==> config.mk <==
export PLATFORM = sky130hd
export DESIGN_NAME = ysyx_25060173_ifu
export DESIGN_NICKNAME = d
export VERILOG_FILES = /design/src/rtl/ysyx_25060173_ifu.sv
export SDC_FILE = /design/constraint.sdc
export NUM_CORES = 1
export LEC_CHECK = 0
export ABC_AREA = 0
export BUFFER_PORTS_ARGS = -buffer_cell sky130_fd_sc_hd__buf_2
export CAP_MARGIN = 25
export CORE_MARGIN = 5
export CORE_UTILIZATION = 54
export CTS_CLUSTER_SIZE = 16
export DETAILED_ROUTE_END_ITERATION = 10
export GPL_TIMING_DRIVEN = 0
export PLACE_DENSITY = 0.9
export SYNTH_ARGS = -nofsm -noshare
export SYNTH_HDL_FRONTEND = slang
export SYNTH_SLANG_ARGS = --single-unit
export TNS_END_PERCENT = 100
==> constraint.sdc <==
create_clock -name clk -period 5.8 [get_ports clk]
set_input_delay 0.29 -clock clk [delete_from_list [all_inputs] [get_ports clk]]
set_output_delay 0.29 -clock clk [all_outputs]
set_load 0.05 [all_outputs]
==> src/rtl/ysyx_25060173_ifu.sv <==
// Instruction fetch unit: owns the fetch PC, issues one word read at a time
// and hands the returned instruction to the core over a valid/ready pair.
module ysyx_25060173_ifu #(
  parameter logic [31:0] RESET_PC = 32'h8000_0000,
  parameter int          XLEN     = 32
) (
  input  logic            clk,
  input  logic            reset,
  output logic            req_valid,
  input  logic            req_ready,
  output logic [XLEN-1:0] req_addr,
  input  logic            rsp_valid,
  input  logic [XLEN-1:0] rsp_data,
  output logic            inst_valid,
  input  logic            inst_ready,
  output logic [XLEN-1:0] inst,
  output logic [XLEN-1:0] inst_pc,
  input  logic            redirect_valid,
  input  logic [XLEN-1:0] redirect_pc,
  output logic [31:0]     fetch_cnt
);

  typedef enum logic [1:0] {
    S_IDLE,
    S_REQ,
    S_WAIT,
    S_HOLD
  } state_t;

  state_t          r_state;
  logic [XLEN-1:0] r_pc;
  logic            r_drop;
  logic [XLEN-1:0] r_inst;
  logic [XLEN-1:0] r_inst_pc;
  logic [31:0]     r_cnt;
  logic            r_req_valid;
  logic            r_inst_valid;

  logic [XLEN-1:0] w_redir_pc;
  logic [XLEN-1:0] w_pc_inc;

  assign w_redir_pc = redirect_pc & ~XLEN'(3);
  assign w_pc_inc   = r_pc + XLEN'(4);

  always_ff @(posedge clk or negedge reset) begin
    if (!reset) begin
      r_state      <= S_IDLE;
      r_pc         <= XLEN'(RESET_PC);
      r_drop       <= 1'b0;
      r_inst       <= '0;
      r_inst_pc    <= '0;
      r_cnt        <= '0;
      r_req_valid  <= 1'b0;
      r_inst_valid <= 1'b0;
    end else begin
      if (redirect_valid) r_pc <= w_redir_pc;
      unique case (r_state)
        S_IDLE: begin
          if (!redirect_valid) begin
            r_state     <= S_REQ;
            r_req_valid <= 1'b1;
          end
        end
        S_REQ: begin
          // an accepted address that a redirect just overtook is stale
          if (req_ready) begin
            r_state     <= S_WAIT;
            r_req_valid <= 1'b0;
            r_drop      <= redirect_valid;
          end
        end
        S_WAIT: begin
          if (rsp_valid) begin
            if (r_drop || redirect_valid) begin
              r_drop      <= 1'b0;
              r_state     <= S_REQ;
              r_req_valid <= 1'b1;
            end else begin
              r_inst       <= rsp_data;
              r_inst_pc    <= r_pc;
              r_state      <= S_HOLD;
              r_inst_valid <= 1'b1;
            end
          end else if (redirect_valid) begin
            r_drop <= 1'b1;
          end
        end
        S_HOLD: begin
          if (redirect_valid) begin
            r_state      <= S_REQ;
            r_inst_valid <= 1'b0;
            r_req_valid  <= 1'b1;
          end else if (inst_ready) begin
            r_pc         <= w_pc_inc;
            r_cnt        <= r_cnt + 32'd1;
            r_state      <= S_REQ;
            r_inst_valid <= 1'b0;
            r_req_valid  <= 1'b1;
          end
        end
        default: begin
          r_state      <= S_IDLE;
          r_req_valid  <= 1'b0;
          r_inst_valid <= 1'b0;
        end
      endcase
    end
  end

  assign req_valid  = r_req_valid;
  assign req_addr   = r_pc;
  assign inst_valid = r_inst_valid;
  assign inst       = r_inst;
  assign inst_pc    = r_inst_pc;
  assign fetch_cnt  = r_cnt;

endmodule
==> out/qor.yml, run 1 <==
status: "complete, no violations"
r2r_slack_ps: 3370
place_inst: 837
r2r_cells: 6
cp_num_cells: 6
skew_ps: 5.06
setup-violations-final: 0
fillers: 650
start_util_pct: 55.2
postCtsSetupBuffers: 0
rsz0062_at_grt: "false"
multi_input_area_mm2: 0.00252
wire_per_inst_um: 18.7
post_synth_fa_ha_maj_area_fraction_pct: 1.46
cap_violations: 0
synth_edf_count: 0
drtIter0Drc: 448
nNetsFinal: 828
worstSetupPathType: "register to register"
register_area_mm2: 0.00333
rows: 38
synth_seq_cells: 133
finish.utilization_pct: 75.3
drc: 0
cp_max_fo: 10
max_stage_delay_ps: 560
gp_congestion: 0.895
synth_most_common_cell: "dfrtp_1"
syn_nets: 576
ys_async_sr_fraction_pct: 100
die_area_mm2: 0.0133
antenna_found_initial: 0
synthesis.area_mm2: 0.00598
cellPowerDensity_mw_per_mm2: 493
track_usage_pct: 26.3
worstMarginPinSlew_ps: 847
critPathLaunch: "r_state[0]"
timing.fmax_ghz: 0.411
hold_viol: 0
worst_setup_path_start_kind: "register"
cp-end-kind: "register"
drive_gt1_share_pct: 40.8
critPathTopFamily: "buffers and inverters"
cp-endpoint: "inst[10]"
synthTopCellsByArea: "dfrtp_1, mux2_2, xnor2_1"
cp_cell_sequence: "inv_1 > ha_1 > and3_1 > clkbuf_1 > buf_2 > mux2_2"
vias: 5245
grt_overflow: 0
synth_compound_area_share_pct: 6.78
cts_root_buf: "clkbuf_8"
num_io_pins: 200
final_area_mm2: 0.00817
fin_setup_tns_ps: 0
cts_tree: "yes"
portBuffers: 197
yosysTopAreaCell: "dfrtp_1"
die_w_um: 115
crit_buf_inv: 3
yosys.area_share.xor_xnor_pct: 6.00
slowest_stage: "clkbuf_1"
slew_viol_final: 0
dp_hpwl_um: 11800
total_leakage_power_nw: 3.98
r2r_end: "inst[10]"
yosysSeqAreaShare_pct: 55.7
placement.cell_area_mm2: 0.00718
yosysTopAreaCellShare_pct: 55.2
hold_path_class: "primary input to register"
fin_cells: 904
die_y_um: 115
n_antenna_cell: 0
clkTransAtPathRegs_ps: 60
yosys-top-cells-count: "dfrtp_1, mux2_2, nand2_1, xnor2_1"
r2r_start: "r_state[0]"
crit_required_ps: 6200
synth_top_family_by_area: "simple AND/OR/NAND/NOR gates"
ys_warn_count: 0
grt_max_degree: 80
fin_crit_ps: 2430
ir_worst_vdd_mv: 0.355
synth_cell_type_count: 50
synth.area.mux_share_pct: 12.6
relSlewSlack_pct: 43.1
worstPathArrival_ps: 2830
clockBufferDepth: 2
yosys.area_share.simple_pct: 15.3
postRouteAntennaNets: 0
core_mm2: 0.0108
synthFlopType: "dfrtp_1"
fin_crit_sh_pct: 41.9
firstDrtPassIters: 6
syn_inst: 499
clk_latency_ps: 520
grt_pass1_vias: 5410
cts_max_level: 4
clkSinkCount: 133
area_growth_pct: 36.6
avgSynthCellArea_um2: 12.0
drt-total-wl_um: 16900
viasPerCell: 5.80
cts_made_buffers: 17
grt_pass1_wl_um: 27500
## cell families after synthesis
| group | after synthesis |
|---|---|
| multiplexers | 67 |
| XOR/XNOR | 41 |
| flip-flops | 133 |
| AO/OA/AOI/OAI | 58 |
| AND/OR/NAND/NOR | 160 |
| buffers and inverters | 33 |
| adder cells (fa/ha/maj) | 7 |
## through the flow
| stage | setup slack (ps) | hold slack [ps] | power [mW] |
|---|---|---|---|
| detailed placement | 3400 | 278 | 2.86 |
| global route | 3200 | 0.273 | 4.20 |
| global placement | 2810 | 457 | 2.80 |
| CTS | 3370 | 1.15 | 4.05 |
| finish | 3370 | 19.2 | 4.03 |
| floorplan | 3570 | -5.59 | 2.45 |
## layout make-up
cell class / instances / share of cell area, %
clock buffer: 17 / 5.07
tap: 140 / 2.14
timing repair buffer: 233 / 16.8
inverter: 13 / 0.597
buffer: 20 / 1.03
sequential: 133 / 40.8
clock inverter: 15 / 2.79
multi-input combinational: 333 / 30.8
## cell usage in the layout (no fill, tap or decap), types with 2 or more instances in the layout
cell type	Yosys	routed
a211oi_1	3	3
a221oi_1	2	2
a311oi_1	2	2
a31oi_1	14	14
and2_1	4	4
and3_1	11	11
and4_1	8	8
buf_2	7	203
bufinv_16	0	5
clkbuf_1	13	13
clkbuf_16	0	16
clkinvlp_4	0	5
dfrtp_1	132	132
dlygate4sd3_1	0	35
ha_1	7	7
inv_1	13	13
inv_6	0	3
mux2_2	65	65
mux2i_1	2	2
nand2_1	34	34
nand3_1	22	22
nand4_1	21	21
nand4b_1	4	4
nor2_1	22	22
nor2b_1	3	3
nor3_1	4	4
nor3b_1	2	2
nor4_1	4	4
o211ai_1	2	2
o21ai_0	12	12
o31ai_1	11	11
or4_1	12	12
or4_2	2	2
xnor2_1	34	34
xor2_1	7	7
## power by group
group | internal [mW] | switching, mW
Clock | 0.745 | 0.415
Sequential | 1.17 | 0.161
Combinational | 0.411 | 1.13
Total | 2.32 | 1.70
## worst register-to-register path: stages (launching register included)
cell and delay [ps]:
dfrtp_1 420, inv_1 120, ha_1 220, and3_1 240
clkbuf_1 560, buf_2 370, mux2_2 380
## sequential cells by signal, indices dropped and copies added, names as in the netlist
register / flops
fetch_cnt: 32
inst: 32
inst_pc: 32
inst_valid: 1
r_drop: 1
r_state: 2
req_addr: 32
req_valid: 1
## metal layers
metal  global-route usage [%]  share of wire, %
met1                     32.7                39
met2                     44.2                51
met3                     5.84               7.8
met4                     11.7               2.7
met5                        0                 0
## what timing repair did
item / in CTS / in global routing
endpoints found under the setup margin: 0 / 0
hold buffers: 33 / 2
resized for setup: 0 / 0
endpoints found under the hold margin: 86 / 2
## how the worst min path moves through the flow
stage / slack [ps] / end / from / cells after the start
after floorplan: -6 / fetch_cnt[0] / reset / 0
after global placement: 460 / fetch_cnt[31] / fetch_cnt[31] / 1
after detailed placement: 280 / inst_pc[6] / reset / 1
after CTS: 1 / req_addr[16] / redirect_pc[16] / 2
after global routing: 0.3 / inst[14] / rsp_data[14] / 2
final: 20 / req_addr[16] / redirect_pc[16] / 2
No activity file was read; power rests on OpenSTA's default activity.
==> run 2: changes to the inputs <==
--- a/config.mk
+++ b/config.mk
@@ -9,11 +9,11 @@
 export BUFFER_PORTS_ARGS = -buffer_cell sky130_fd_sc_hd__buf_2
 export CAP_MARGIN = 25
 export CORE_MARGIN = 5
-export CORE_UTILIZATION = 54
+export CORE_UTILIZATION = 51
 export CTS_CLUSTER_SIZE = 16
 export DETAILED_ROUTE_END_ITERATION = 10
 export GPL_TIMING_DRIVEN = 0
-export PLACE_DENSITY = 0.9
+export PLACE_DENSITY = 0.86
 export SYNTH_ARGS = -nofsm -noshare
 export SYNTH_HDL_FRONTEND = slang
 export SYNTH_SLANG_ARGS = --single-unit
==> constraint.sdc (replaced) <==
create_clock -name clk -period 2.39 [get_ports clk]
set_input_delay 0.1195 -clock clk [delete_from_list [all_inputs] [get_ports clk]]
set_output_delay 0.1195 -clock clk [all_outputs]
set_load 0.05 [all_outputs]
==> out/qor.yml, run 2 (synthesized netlist as in run 1, its figures left out) <==
worst_setup_path_start_kind: "register"  # unchanged
cp-end-kind: "register"  # unchanged
hold_viol: 0  # unchanged
cellPowerDensity_mw_per_mm2: 1130  # was 493 mW/mm^2
fin_cells: 932  # was 904
slew_viol_final: 0  # unchanged
hold_path_class: "primary input to register"  # unchanged
grt_max_degree: 107  # was 80
ir_worst_vdd_mv: 0.928  # was 0.355 mV
clkTransAtPathRegs_ps: 60  # about the same
die_y_um: 118  # was 115 um
status: "complete, no violations"  # unchanged
finish.utilization_pct: 73.0  # was 75.3%
grt_pass1_wl_um: 29000  # was 27500 um
area_growth_pct: 39.9  # was 36.6%
relSlewSlack_pct: 39.6  # was 43.1%
die_area_mm2: 0.0140  # was 0.0133 mm^2
fin_crit_sh_pct: 93.7  # was 41.9%
grt_pass1_vias: 5582  # was 5410
vias: 5405  # was 5245
grt_overflow: 0  # unchanged
cts_max_level: 4  # unchanged
placement.cell_area_mm2: 0.00718  # about the same
postRouteAntennaNets: 0  # unchanged
cts_tree: "yes"  # unchanged
fin_setup_tns_ps: 0  # unchanged
core_mm2: 0.0115  # was 0.0108 mm^2
cts_root_buf: "clkbuf_16"  # was clkbuf_8
cap_violations: 0  # unchanged
postCtsSetupBuffers: 0  # unchanged
final_area_mm2: 0.00837  # was 0.00817 mm^2
worstSetupPathType: "register to register"  # unchanged
fin_crit_ps: 2240  # was 2430 ps
drive_gt1_share_pct: 39.3  # was 40.8%
clockBufferDepth: 2  # unchanged
layout_commonest_cell: "buf_2"  # unchanged
timing.fmax_ghz: 0.447  # was 0.411 GHz
worstMarginPinSlew_ps: 898  # was 847 ps
skew_ps: 9.08  # was 5.06 ps
setup-violations-final: 0  # unchanged
gp_congestion: 0.881  # was 0.895
rows: 39  # was 38
portBuffers: 197  # unchanged
antenna_found_initial: 0  # unchanged
drt-total-wl_um: 17500  # was 16900 um
die_w_um: 118  # was 115 um
place_inst: 840  # was 837
firstDrtPassIters: 5  # was 6
rsz0062_at_grt: "false"  # unchanged
layout_common_cells: "buf_2, dfrtp_1, mux2_2"  # unchanged
track_usage_pct: 25.4  # was 26.3%
cts_made_buffers: 17  # unchanged
n_antenna_cell: 0  # unchanged
drc: 0  # unchanged
worstPathArrival_ps: 2590  # was 2830 ps
crit_required_ps: 2750  # was 6200 ps
dp_hpwl_um: 11500  # was 11800 um
nNetsFinal: 855  # was 828
fillers: 708  # was 650
viasPerCell: 5.80  # about the same
clkSinkCount: 133  # unchanged
num_io_pins: 200  # unchanged
clk_latency_ps: 420  # was 520 ps
drtIter0Drc: 447  # was 448
total_leakage_power_nw: 4.08  # was 3.98 nW
start_util_pct: 52.2  # was 55.2%
hold_ws_ps: 39.1  # was 19.2 ps
cp_max_fo: 10  # unchanged
wire_per_inst_um: 18.8  # was 18.7 um
-- run 2: cell types whose count changed in the layout (fill, tap and decap cells not counted), sizes merged --
cell | before | now
bufinv | 5 | 1
clkbuf | 30 | 39
clkinv | 2 | 3
dlygate4sd3 | 35 | 62
clkinvlp | 5 | 0
inv | 16 | 13
-- run 2: final cells by class --
| cell class | instances | area [um^2] | share of cell area (%) |
|---|---|---|---|
| Clock buffer | 26 | 509 | 6.09 |
| Buffer | 20 | 86.3 | 1.03 |
| Clock inverter | 4 | 45.0 | 0.538 |
| Inverter | 13 | 48.8 | 0.583 |
| Tap cell | 143 | 179 | 2.14 |
| Sequential cell | 133 | 3330 | 39.8 |
| Timing Repair Buffer | 260 | 1640 | 19.6 |
| Multi-Input combinational cell | 333 | 2530 | 30.2 |
-- run 2: metrics by stage --
step | power, mW | setup WS, ps
finish | 9.46 | 151
global route | 9.85 | 15.2
CTS | 9.44 | 74.2
detailed placement | 6.92 | -94.2
global placement | 6.80 | -449
floorplan | 5.95 | 157
-- run 2: critical path, stage by stage (launching register included) --
cell,delay (ps)
dfrtp_1,420
ha_2,290
and2_1,140
buf_2,230
nand4_4,190
clkbuf_2,260
or4_2,570
nand3_1,100
-- run 2: report_power, final --
part	internal [mW]	total, mW	switching [mW]	leakage, nW
Clock	1.55	2.44	0.888	0.276
Sequential	2.84	3.25	0.408	1.70
Combinational	1.03	3.77	2.75	2.10
Total	5.42	9.46	4.04	4.08
-- run 2: final timing paths --
check | from | cells after the start | slack (ps) | end
min reg2reg | fetch_cnt[31] | 1 | 460 | fetch_cnt[31]
max reg2reg | r_state[0] | 7 | 150 | req_addr[18]
min in group asynchronous | reset | 2 | 140 | req_addr[6]
max | r_state[0] | 7 | 150 | req_addr[18]
min | redirect_pc[20] | 3 | 40 | req_addr[20]
max in group asynchronous | reset | 3 | 1470 | req_addr[31]
-- run 2: what timing repair did --
action	in CTS	in global routing
gates resized for setup	2	3
hold buffers	62	0
setup endpoints to repair	47	14
hold endpoints to repair	91	0
-- run 2: layer usage --
layer	wire, um	up-vias	GRT usage [%]
met5	0	-	0
met4	544	0	12.0
met3	1300	53	7.31
met2	8770	285	42.0
met1	6920	2675	30.8
li1	-	2392	-
